==> src/rtl/hit_pkg.sv <==
// Shared types and geometry helper for the hit scoring logic.
package hit_pkg;

  // Widest coordinate any caller may pass; narrower coordinates are zero-extended.
  localparam int MAX_COORD_W = 16;
  localparam int MAX_PLAYERS = 8;

  typedef logic [MAX_COORD_W-1:0]         coord_t;
  typedef logic [7:0]                     score_t;
  typedef logic [$clog2(MAX_PLAYERS)-1:0] player_id_t;

  typedef enum logic {PLAY, GAME_OVER} hit_state_e;

  // Box overlap of two centred objects. Both centres are widened to signed
  // before subtracting, so an object at coord 0 and one near the far edge
  // never wrap into a false overlap.
  function automatic logic aabb_overlap(input coord_t ax, input coord_t ay,
                                        input coord_t bx, input coord_t by,
                                        input coord_t a_size, input coord_t b_size);
    logic signed [MAX_COORD_W+1:0] dx;
    logic signed [MAX_COORD_W+1:0] dy;
    logic signed [MAX_COORD_W+1:0] lim;
    dx  = $signed({2'b00, ax}) - $signed({2'b00, bx});
    dy  = $signed({2'b00, ay}) - $signed({2'b00, by});
    lim = $signed({2'b00, a_size}) + $signed({2'b00, b_size});
    if (dx < 0) dx = -dx;
    if (dy < 0) dy = -dy;
    return (dx <= lim) && (dy <= lim);
  endfunction

endpackage

==> src/rtl/hit_matrix.sv <==
// Combinational bullet-vs-player candidate matrix with two-stage priority:
// each bullet picks its lowest-index victim, each victim credits its
// lowest-index shooter.
module hit_matrix
  import hit_pkg::*;
#(
  parameter int NUM_PLAYERS = 2,
  parameter int COORD_W     = 10,
  parameter int ID_W        = 1
) (
  input  logic [NUM_PLAYERS*COORD_W-1:0] player_x,
  input  logic [NUM_PLAYERS*COORD_W-1:0] player_y,
  input  logic [COORD_W-1:0]             player_size,
  input  logic [NUM_PLAYERS*COORD_W-1:0] bullet_x,
  input  logic [NUM_PLAYERS*COORD_W-1:0] bullet_y,
  input  logic [COORD_W-1:0]             bullet_size,
  input  logic [NUM_PLAYERS-1:0]         bullet_on,
  input  logic [NUM_PLAYERS-1:0]         invuln,
  input  logic                           enable,
  output logic [NUM_PLAYERS-1:0]         hit_victim,
  output logic [NUM_PLAYERS*ID_W-1:0]    shooter_id
);

  logic [NUM_PLAYERS-1:0] cand  [NUM_PLAYERS];  // cand[j][i]: bullet j could hit player i
  logic [NUM_PLAYERS-1:0] aim   [NUM_PLAYERS];  // aim[j]: one-hot chosen victim of bullet j
  logic [NUM_PLAYERS-1:0] col   [NUM_PLAYERS];  // col[i][j]: bullet j aims at player i
  logic [NUM_PLAYERS-1:0] first [NUM_PLAYERS];  // first[i]: one-hot credited shooter of player i

  // Build candidates, then isolate the lowest set bit per row and per column.
  always_comb begin
    // NOTE: every output of a combinational block gets a default first, so no path can infer a latch.
    hit_victim = '0;
    shooter_id = '0;
    for (int j = 0; j < NUM_PLAYERS; j++) begin
      cand[j] = '0;
      for (int i = 0; i < NUM_PLAYERS; i++) begin
        if (i != j) begin
          cand[j][i] = enable & bullet_on[j] & ~invuln[i] &
                       aabb_overlap(coord_t'(bullet_x[j*COORD_W +: COORD_W]),
                                    coord_t'(bullet_y[j*COORD_W +: COORD_W]),
                                    coord_t'(player_x[i*COORD_W +: COORD_W]),
                                    coord_t'(player_y[i*COORD_W +: COORD_W]),
                                    coord_t'(bullet_size), coord_t'(player_size));
        end
      end
      aim[j] = cand[j] & (~cand[j] + NUM_PLAYERS'(1));
    end
    for (int i = 0; i < NUM_PLAYERS; i++) begin
      col[i] = '0;
      for (int j = 0; j < NUM_PLAYERS; j++) col[i][j] = aim[j][i];
      first[i]      = col[i] & (~col[i] + NUM_PLAYERS'(1));
      hit_victim[i] = |col[i];
      for (int j = 0; j < NUM_PLAYERS; j++) begin
        if (first[i][j]) shooter_id[i*ID_W +: ID_W] = ID_W'(j);
      end
    end
  end

endmodule

==> src/rtl/hit_scorer_multi.sv <==
// N-player hit detector and scorer: invulnerability timers, saturating
// scores, PLAY/GAME_OVER control and registered hit/consume pulses.
module hit_scorer_multi
  import hit_pkg::*;
#(
  parameter int NUM_PLAYERS   = 2,
  parameter int COORD_W       = 10,
  parameter int SCORE_W       = 5,
  parameter int WIN_SCORE     = 10,
  parameter int INVULN_FRAMES = 30,
  localparam int ID_W         = (NUM_PLAYERS > 2) ? $clog2(NUM_PLAYERS) : 1
) (
  input  logic                           frame_clk,
  input  logic                           Reset_n,
  input  logic [NUM_PLAYERS*COORD_W-1:0] PlayerX,
  input  logic [NUM_PLAYERS*COORD_W-1:0] PlayerY,
  input  logic [COORD_W-1:0]             Player_Size,
  input  logic [NUM_PLAYERS*COORD_W-1:0] BulletX,
  input  logic [NUM_PLAYERS*COORD_W-1:0] BulletY,
  input  logic [COORD_W-1:0]             Bullet_Size,
  input  logic [NUM_PLAYERS-1:0]         bullet_on,
  input  logic                           round_restart,
  output logic [NUM_PLAYERS-1:0]         player_hit,
  output logic [NUM_PLAYERS-1:0]         bullet_consume,
  output logic [NUM_PLAYERS*SCORE_W-1:0] score,
  output logic [NUM_PLAYERS-1:0]         invuln,
  output logic                           game_over,
  output logic [ID_W-1:0]                winner_id
);

  localparam int TIMER_W = (INVULN_FRAMES > 0) ? $clog2(INVULN_FRAMES + 1) : 1;
  localparam logic [SCORE_W-1:0] SCORE_MAX  = '1;
  localparam logic [SCORE_W-1:0] WIN_LIMIT  = SCORE_W'(WIN_SCORE);
  localparam logic [TIMER_W-1:0] TIMER_LOAD = TIMER_W'(INVULN_FRAMES);

  hit_state_e             state_q, state_d;
  logic [ID_W-1:0]        winner_q, winner_d;
  logic [SCORE_W-1:0]     score_q [NUM_PLAYERS];
  logic [SCORE_W-1:0]     score_d [NUM_PLAYERS];
  logic [TIMER_W-1:0]     timer_q [NUM_PLAYERS];
  logic [TIMER_W-1:0]     timer_d [NUM_PLAYERS];
  logic [NUM_PLAYERS-1:0] hit_victim, consume_now, hit_d, consume_d;
  logic [NUM_PLAYERS*ID_W-1:0] shooter_id;

  hit_matrix #(
    .NUM_PLAYERS (NUM_PLAYERS),
    .COORD_W     (COORD_W),
    .ID_W        (ID_W)
  ) u_matrix (
    .player_x    (PlayerX),
    .player_y    (PlayerY),
    .player_size (Player_Size),
    .bullet_x    (BulletX),
    .bullet_y    (BulletY),
    .bullet_size (Bullet_Size),
    .bullet_on   (bullet_on),
    .invuln      (invuln),
    .enable      (state_q == PLAY),
    .hit_victim  (hit_victim),
    .shooter_id  (shooter_id)
  );

  // Present timers and scores, and turn per-victim shooter ids into per-bullet consume flags.
  always_comb begin
    score       = '0;
    invuln      = '0;
    consume_now = '0;
    for (int i = 0; i < NUM_PLAYERS; i++) begin
      invuln[i]                     = (timer_q[i] != '0);
      score[i*SCORE_W +: SCORE_W]   = score_q[i];
      for (int j = 0; j < NUM_PLAYERS; j++) begin
        if (hit_victim[i] && shooter_id[i*ID_W +: ID_W] == ID_W'(j)) consume_now[j] = 1'b1;
      end
    end
  end

  // Next state: timers, scores, win detection; restart overrides everything.
  always_comb begin
    state_d   = state_q;
    winner_d  = winner_q;
    hit_d     = hit_victim;
    consume_d = consume_now;
    for (int i = 0; i < NUM_PLAYERS; i++) begin
      score_d[i] = score_q[i];
      timer_d[i] = (timer_q[i] != '0) ? timer_q[i] - TIMER_W'(1) : '0;
      if (hit_victim[i]) timer_d[i] = TIMER_LOAD;
    end
    if (round_restart) begin
      state_d   = PLAY;
      winner_d  = '0;
      hit_d     = '0;
      consume_d = '0;
      for (int i = 0; i < NUM_PLAYERS; i++) begin
        score_d[i] = '0;
        timer_d[i] = '0;
      end
    end else if (state_q == PLAY) begin
      for (int j = 0; j < NUM_PLAYERS; j++) begin
        if (consume_now[j] && score_q[j] != SCORE_MAX) score_d[j] = score_q[j] + SCORE_W'(1);
      end
      // Descending scan so the lowest index reaching the limit wins a tie.
      for (int j = NUM_PLAYERS - 1; j >= 0; j--) begin
        if (score_d[j] >= WIN_LIMIT) begin
          state_d  = GAME_OVER;
          winner_d = ID_W'(j);
        end
      end
    end
  end

  // State and output registers.
  always_ff @(posedge frame_clk or negedge Reset_n) begin
    // NOTE: sequential state uses non-blocking assignment so every register samples pre-edge values.
    if (!Reset_n) begin
      state_q        <= PLAY;
      winner_q       <= '0;
      player_hit     <= '0;
      bullet_consume <= '0;
      // NOTE: the score and timer arrays are tiny register files that drive outputs, so they are reset.
      for (int i = 0; i < NUM_PLAYERS; i++) begin
        score_q[i] <= '0;
        timer_q[i] <= '0;
      end
    end else begin
      state_q        <= state_d;
      winner_q       <= winner_d;
      player_hit     <= hit_d;
      bullet_consume <= consume_d;
      for (int i = 0; i < NUM_PLAYERS; i++) begin
        score_q[i] <= score_d[i];
        timer_q[i] <= timer_d[i];
      end
    end
  end

  assign game_over = (state_q == GAME_OVER);
  assign winner_id = winner_q;

endmodule

==> config.mk <==
export PLATFORM = sky130hd
export DESIGN_NAME = hit_scorer_multi
export DESIGN_NICKNAME = d
export VERILOG_FILES = /design/src/rtl/hit_pkg.sv /design/src/rtl/hit_matrix.sv /design/src/rtl/hit_scorer_multi.sv
export SDC_FILE = /design/constraint.sdc
export NUM_CORES = 1
export LEC_CHECK = 0
export BUFFER_PORTS_ARGS = -buffer_cell sky130_fd_sc_hd__buf_2
export CORE_UTILIZATION = 57
export CTS_BUF_LIST = sky130_fd_sc_hd__clkbuf_4 sky130_fd_sc_hd__clkbuf_8
export CTS_CLUSTER_SIZE = 30
export DETAILED_ROUTE_END_ITERATION = 6
export GPL_TIMING_DRIVEN = 0
export HOLD_SLACK_MARGIN = 0.03
export PLACE_DENSITY = 0.87
export SYNTH_ARGS = -nofsm -noshare
export SYNTH_HDL_FRONTEND = slang
export SYNTH_SLANG_ARGS = --single-unit
==> constraint.sdc <==
create_clock -name frame_clk -period 3.7 [get_ports frame_clk]
set_clock_uncertainty 0.15 [all_clocks]
set_input_delay 0.74 -clock frame_clk [delete_from_list [all_inputs] [get_ports frame_clk]]
set_output_delay 0.74 -clock frame_clk [all_outputs]
set_load 0.005 [all_outputs]
# Word level (Yosys, flattened, before mapping)
# Cells that the tools add are included.
word_totals:
  wordCells: 104
  output_inout_bits: 18
  register_bits: 26
classes:
  eq_ne: 3
  magnitude_cmp: 10
  bitwise_logic: 19
  n_reduce_logical: 14
  muxes: 33
  addsub: 17
op_table:
  columns: ["operator", "count"]
  rows:
  - ["$le A18 B18 Y1", 4]
  - ["$mux W18", 4]
  - ["$neg A11 Y18", 4]
  - ["$mux W5", 10]
  - ["$lt A11 B1 Y1 const B", 4]
  - ["$sub A10 B10 Y11", 4]
  - ["$mux W10", 3]
  - ["$mux W1", 14]
  - ["$add A10 B10 Y11", 1]
  - ["$add A5 B1 Y5 const B", 2]
  - ["$ge A5 B4 Y1 const B", 2]
  - ["$ne A5 B5 Y1 const B", 2]
  - ["$reduce_bool A5 Y1", 2]
  - ["$sub A5 B1 Y5 const B", 2]
  - ["$add A2 B1 Y2 const B", 4]
  - ["$logic_and A1 B1 Y1", 8]
  - ["$and A1 B1 Y1", 6]
  - ["$and A2 B2 Y2", 3]
  - ["$not A2 Y2", 3]
  - ["$not A1 Y1", 5]
  - ["$mux W2", 2]
  - ["$reduce_or A2 Y1", 2]
  - ["$reduce_bool A3 Y1", 1]
  - ["$and A1 B2 Y2", 1]
  - ["other kinds (3)", 3]

# Longest topological paths before layout
depth:
  word_depth: 25
  mapped_depth: 22

# By module
# A second synthesis with hierarchy kept.
hier_totals:
  hier_cells: 663
  hier_area_um2: 5311.3
modules_own_cells:
  columns: ["mod", "seq_area_each_um2", "area_per_inst_um2", "cells_each", "n_inst"]
  rows:
  - ["hit_matrix", 0.0, 3977.6, 530, 1]
  - ["hit_scorer_multi", 650.6, 1333.8, 133, 1]

# Least setup slack after synthesis
# OpenSTA, ideal clock, no wires.
synth_path:
  path_kind: "in2reg"
  startpoint: "in BulletX[10]"
  endpoint: "reg state_q, in the netlist game_over"
  n_path_buf: 0
  path_slack_ns: -1.606
  t_required_ns: 3.466
  setup_time_ns: 0.084
  t_arrival_ns: 5.073
  stages: 21
  cell_sequence: "inv_1 ha_1 inv_1 fa_1 a21o_1 a21oi_1 nor2b_1 o311ai_1 a21boi_0 or3_1 o31ai_1 xnor2_1 ha_1 a21o_1 a221o_1 nor4b_2 a311oi_2 nor3_4 nor2_2 or4b_1 a41oi_2"
synth_via:
  elab_chain_len: 25
  elab_cells_between_ends: 44
  classes_between: "add/sub: 5; order compare: 4; mux: 17; bitwise: 9; reduce/logical: 9"
synth_rtl:
  columns: ["item", "line", "source"]
  rows:
  - ["start: declaration", "hit_scorer_multi.sv:18", "input logic [NUM_PLAYERS*COORD_W-1:0] BulletX,"]
  - ["$sub A10 B10 Y11 *", "hit_pkg.sv:23", "dx = $signed({2'b00, ax}) - $signed({2'b00, bx});"]
  - ["$neg A11 Y18 / $lt A11 B1 Y1 (equally long branches)", "hit_pkg.sv:26", "if (dx < 0) dx = -dx;"]
  - ["$mux W18 *", "hit_pkg.sv:26", null]
  - ["$le A18 B18 Y1 *", "hit_pkg.sv:28", "return (dx <= lim) && (dy <= lim);"]
  - ["$logic_and A1 B1 Y1 *", "hit_pkg.sv:28", null]
  - ["$and A1 B1 Y1 *", "hit_matrix.sv:38", "cand[j][i] = enable & bullet_on[j] & ~invuln[i] &"]
  - ["$not A1 Y2", "hit_matrix.sv:46", "aim[j] = cand[j] & (~cand[j] + NUM_PLAYERS'(1));"]
  - ["$add A2 B1 Y2", "hit_matrix.sv:46", null]
  - ["[... 10 more ...]", null, null]
  - ["$mux W5 (on tied branches)", "hit_scorer_multi.sv:97, hit_scorer_multi.sv:99", null]
  - ["$mux W5 (on tied branches)", "hit_scorer_multi.sv:88, hit_scorer_multi.sv:97", null]
  - ["$ge A5 B4 Y1 / $mux W5 (equally long branches)", "hit_scorer_multi.sv:103, hit_scorer_multi.sv:88", null]
  - ["$mux W1 / $ge A5 B4 Y1 (equally long branches)", "hit_scorer_multi.sv:103", "if (score_d[j] >= WIN_LIMIT) begin"]
  - ["$mux W1 *", "hit_scorer_multi.sv:103", null]
  - ["$mux W1 *", "hit_scorer_multi.sv:97", "end else if (state_q == PLAY) begin"]
  - ["$mux W1 *", "hit_scorer_multi.sv:88", "if (round_restart) begin"]
  - ["via state_d", "hit_scorer_multi.sv:36", "hit_state_e state_q, state_d;"]
  - ["end signal: assignment", "hit_scorer_multi.sv:125", "state_q <= state_d;"]
  - ["end: declaration", "hit_scorer_multi.sv:36", null]
# Mark *: on every way through the listed nets, which the timed path passes. The rest lies on a longest branch. The select of a mux whose other input is x is not followed.
# A chain may end at the register's enable or synchronous reset.

# Worst setup path in the final report
# Same ends and word-level chain as after synthesis.

==> impl_metrics.csv <==
group,metric,value,unit
clock_tree,cts_tree,"yes",
grt,grt_start_max_net_pins,25,
critical_path,worstSetupPathType,"input port to flip-flop",
cells_and_area,fillerInstances,476,
grt,grt_antenna_before_repair,0,
clock_tree,cts.clk_slew.worst_paths,0.09,ns
worst_hold_path,hold_class,"input port to async pin",
place,dpl.hpwl,10100,µm
sta,hold_viol,0,
clock_tree,clkSinkCount,24,
clock_tree,cts.htree.levels,1,
grt,grt_usage,0.300,
grt,grt_pass1_wl,22300,µm
sta,hold_ws,0.285,ns
floorplan,die_height,96.2,µm
cells_and_area,layout_commonest_cell,"buf_2",
routing,ant_nets,0,
cells_and_area,final_area,7110,µm²
critical_path,cp-end-kind,"flip-flop",
clock_tree,clock-root-buffer,"clkbuf_8",
critical_path,start_kind,"input port",
critical_path,worst-path-max-fanout,5,
cells_and_area,stdcell_count,929,
pwr,ir_worst_vdd,0.192,mV
place,port_buffers,122,
status,status,"complete, but fails checks",
floorplan,rows,34,
floorplan,die_w,96.2,µm
pwr,leakagePower,3.58,nW
yosys,synth_edf_count,0,
sta,finalMaxSlewViolations,0,
cells_and_area,drive_gt1_frac,0.398,
place,gp_congestion,0.881,
run,cap_viol_max_count,0,
sta,max_freq,188,MHz
routing,via_per_inst,6.12,
yosys,syn_area,5060,µm²
pwr,p_per_area,397,nW/µm²
routing,drc,0,
clock_tree,cts_made_buffers,3,
sta,finalSetupTns,-28.42,ns
sta,timing.final.crit_share,1.44,
sta,worst_pin_slew,0.752,ns
yosys,ys_seq_area_frac,0.119,
sta,rsz0062_at_grt,"true",
cells_and_area,nNetsFinal,1037,
grt,grt_overflow,0,
floorplan,die_area,9260,µm²
floorplan,pin_count,123,
critical_path,crit_required,3.75,ns
sta,setup_slack,-1.62,ns
routing,drt_iter0_drc,307,
floorplan,start_util,0.586,
yosys,ys_ff_latch,24,
cells_and_area,final_cell_mix,"120 x buf_2, 97 x ha_1, 65 x inv_1, 50 x buf_4, 44 x nor2_1",
clock_tree,cts_buffer_depth,2,
sta,relSlewSlack,0.492,
floorplan,core,8640,µm²
yosys,syn_nets,853,
yosys,ys_types,67,
routing,wirelength,15800,µm
yosys,syn_area_per_cell,7.92,µm²
sta,period_needed,5.32,ns
routing,vias,5686,
yosys,async_flop_share,1.00,
place,placed_cells,869,
clock_tree,clk_latency,0.28,ns
yosys,ys.flop_type,"dfrtp_1",
routing,avgRoutedWirePerCell,17.0,µm
place,placed_area,6040,µm²
grt,grt_pass1_vias,5346,
routing,dr.pass1.iters,6,
status,violations,"negative setup slack",
cells_and_area,antenna_cells,0,
sta,finalSetupViolations,22,
cells_and_area,area_delta_synth_final,40.5,%
critical_path,cp_data_arrival_time,5.37,ns
yosys,synthCells,639,
yosys,yosys_warnings,0,
-- where the power goes --
| group | switching (mW) | internal (mW) | leakage [nW] |
|---|---|---|---|
| sequential | 0.0616 | 0.320 | 0.325 |
| combinational | 1.19 | 1.09 | 3.23 |
| clock | 0.0937 | 0.0733 | 0.0216 |
-- timing repair --
action / in CTS / in global routing
pin swaps: 39 / 43
endpoints found under the setup margin: 22 / 22
hold buffers: 0 / 0
buffers inserted: 39 / 19
gates resized for setup: 77 / 41
-- state kept, by name (all words and copies together), names as in the netlist --
register	cells
player_hit	1
timer_q	10
game_over	1
winner_id	1
bullet_consume	1
score	10
-- synth_stat cells, types with 2 or more instances --
cell,number,share of area
a31o_2,3,0.0052
mux2_2,2,0.0045
and2_1,2,0.0025
nand2_1,45,0.033
or3_1,11,0.014
nor2_1,48,0.036
a2111oi_0,2,0.0035
nand2b_1,3,0.0037
ha_1,104,0.26
clkbuf_1,6,0.0045
or4_1,4,0.0059
nand4_1,6,0.0074
nor4b_1,3,0.0052
inv_1,76,0.056
nor3_1,14,0.014
dfrtp_1,24,0.12
fa_1,5,0.020
a21o_1,15,0.022
a21boi_0,2,0.0030
o21a_1,4,0.0059
nor3b_1,3,0.0045
o22ai_1,2,0.0025
a211oi_1,3,0.0045
mux2i_1,6,0.012
o21bai_1,9,0.013
nand3_1,12,0.012
o31ai_1,12,0.018
xnor2_1,58,0.10
buf_4,2,0.0030
or2_2,6,0.0074
o21ai_0,22,0.022
a31oi_1,4,0.0049
a211oi_2,2,0.0049
a211o_1,2,0.0035
o21ai_1,5,0.0049
nor4_1,6,0.0074
and3_1,6,0.0074
xor2_1,20,0.035
nor2b_1,10,0.012
a21oi_1,43,0.043
-- kinds of logic (layout without fill, tap and decap cells) --
group / after synthesis / count (layout) / share of synthesized area
adder cells (fa/ha/maj): 109 / 109 / 0.277
buffers and inverters: 84 / 266 / 0.0638
AO/OA/AOI/OAI: 144 / 144 / 0.189
multiplexers: 8 / 8 / 0.0163
XOR/XNOR: 78 / 78 / 0.135
flip-flops: 24 / 24 / 0.119
AND/OR/NAND/NOR: 192 / 192 / 0.200
-- cell type report --
class                           instances  area, µm²  area share
Inverter                               76        313      0.0440
Clock buffer                            3       41.3     0.00581
Sequential cell                        24        601      0.0845
Buffer                                  7       53.8     0.00757
Tap cell                              108        135      0.0190
Timing Repair Buffer                  180       1110       0.157
Multi-Input combinational cell        531       4850       0.683
-- stage by stage --
stage,util,worst slack [ns],power [mW]
after floorplan,-,-1.39,1.63
after global placement,0.699,-1.96,1.92
after detailed placement,0.699,-2.13,2.02
after CTS,0.780,-1.37,2.51
after global routing,0.823,-1.72,3.01
final,0.823,-1.62,2.82
-- critical path, stage by stage --
cell	delay [ns]
buf_8	0.11
inv_12	0.04
ha_4	0.11
inv_2	0.03
fa_2	0.35
a21o_1	0.19
a21oi_4	0.19
nor2b_4	0.08
o311ai_4	0.35
o2bb2ai_4	0.19
o21a_4	0.19
buf_6	0.11
o31ai_2	0.06
xnor2_1	0.28
ha_1	0.31
a21o_1	0.18
a221o_1	0.39
nor4b_4	0.33
a311oi_4	0.08
nor3_4	0.30
nor2_2	0.08
or4b_4	0.50
a41oi_2	0.15
-- layer usage --
metal,share of wire,track usage,up-vias
li1,-,-,2627
met1,0.38,0.338,2663
met4,0.050,0.119,0
met3,0.062,0.0292,91
met2,0.51,0.570,305
met5,0,0,-
-- final timing paths --
path                              from    endpoint  slack [ns]  cells past startpoint
setup / recovery           BulletX[10]   game_over       -1.62                     23
max in group asynchronous      Reset_n    score[4]        2.75                      1
setup reg to reg            timer_q[5]   game_over        0.75                      9
hold / removal                 Reset_n    score[6]        0.29                      1
hold reg to reg             timer_q[5]  timer_q[5]        0.31                      1
min in group frame_clk      timer_q[5]  timer_q[5]        0.31                      1
(Power assumes the default switching activity.)
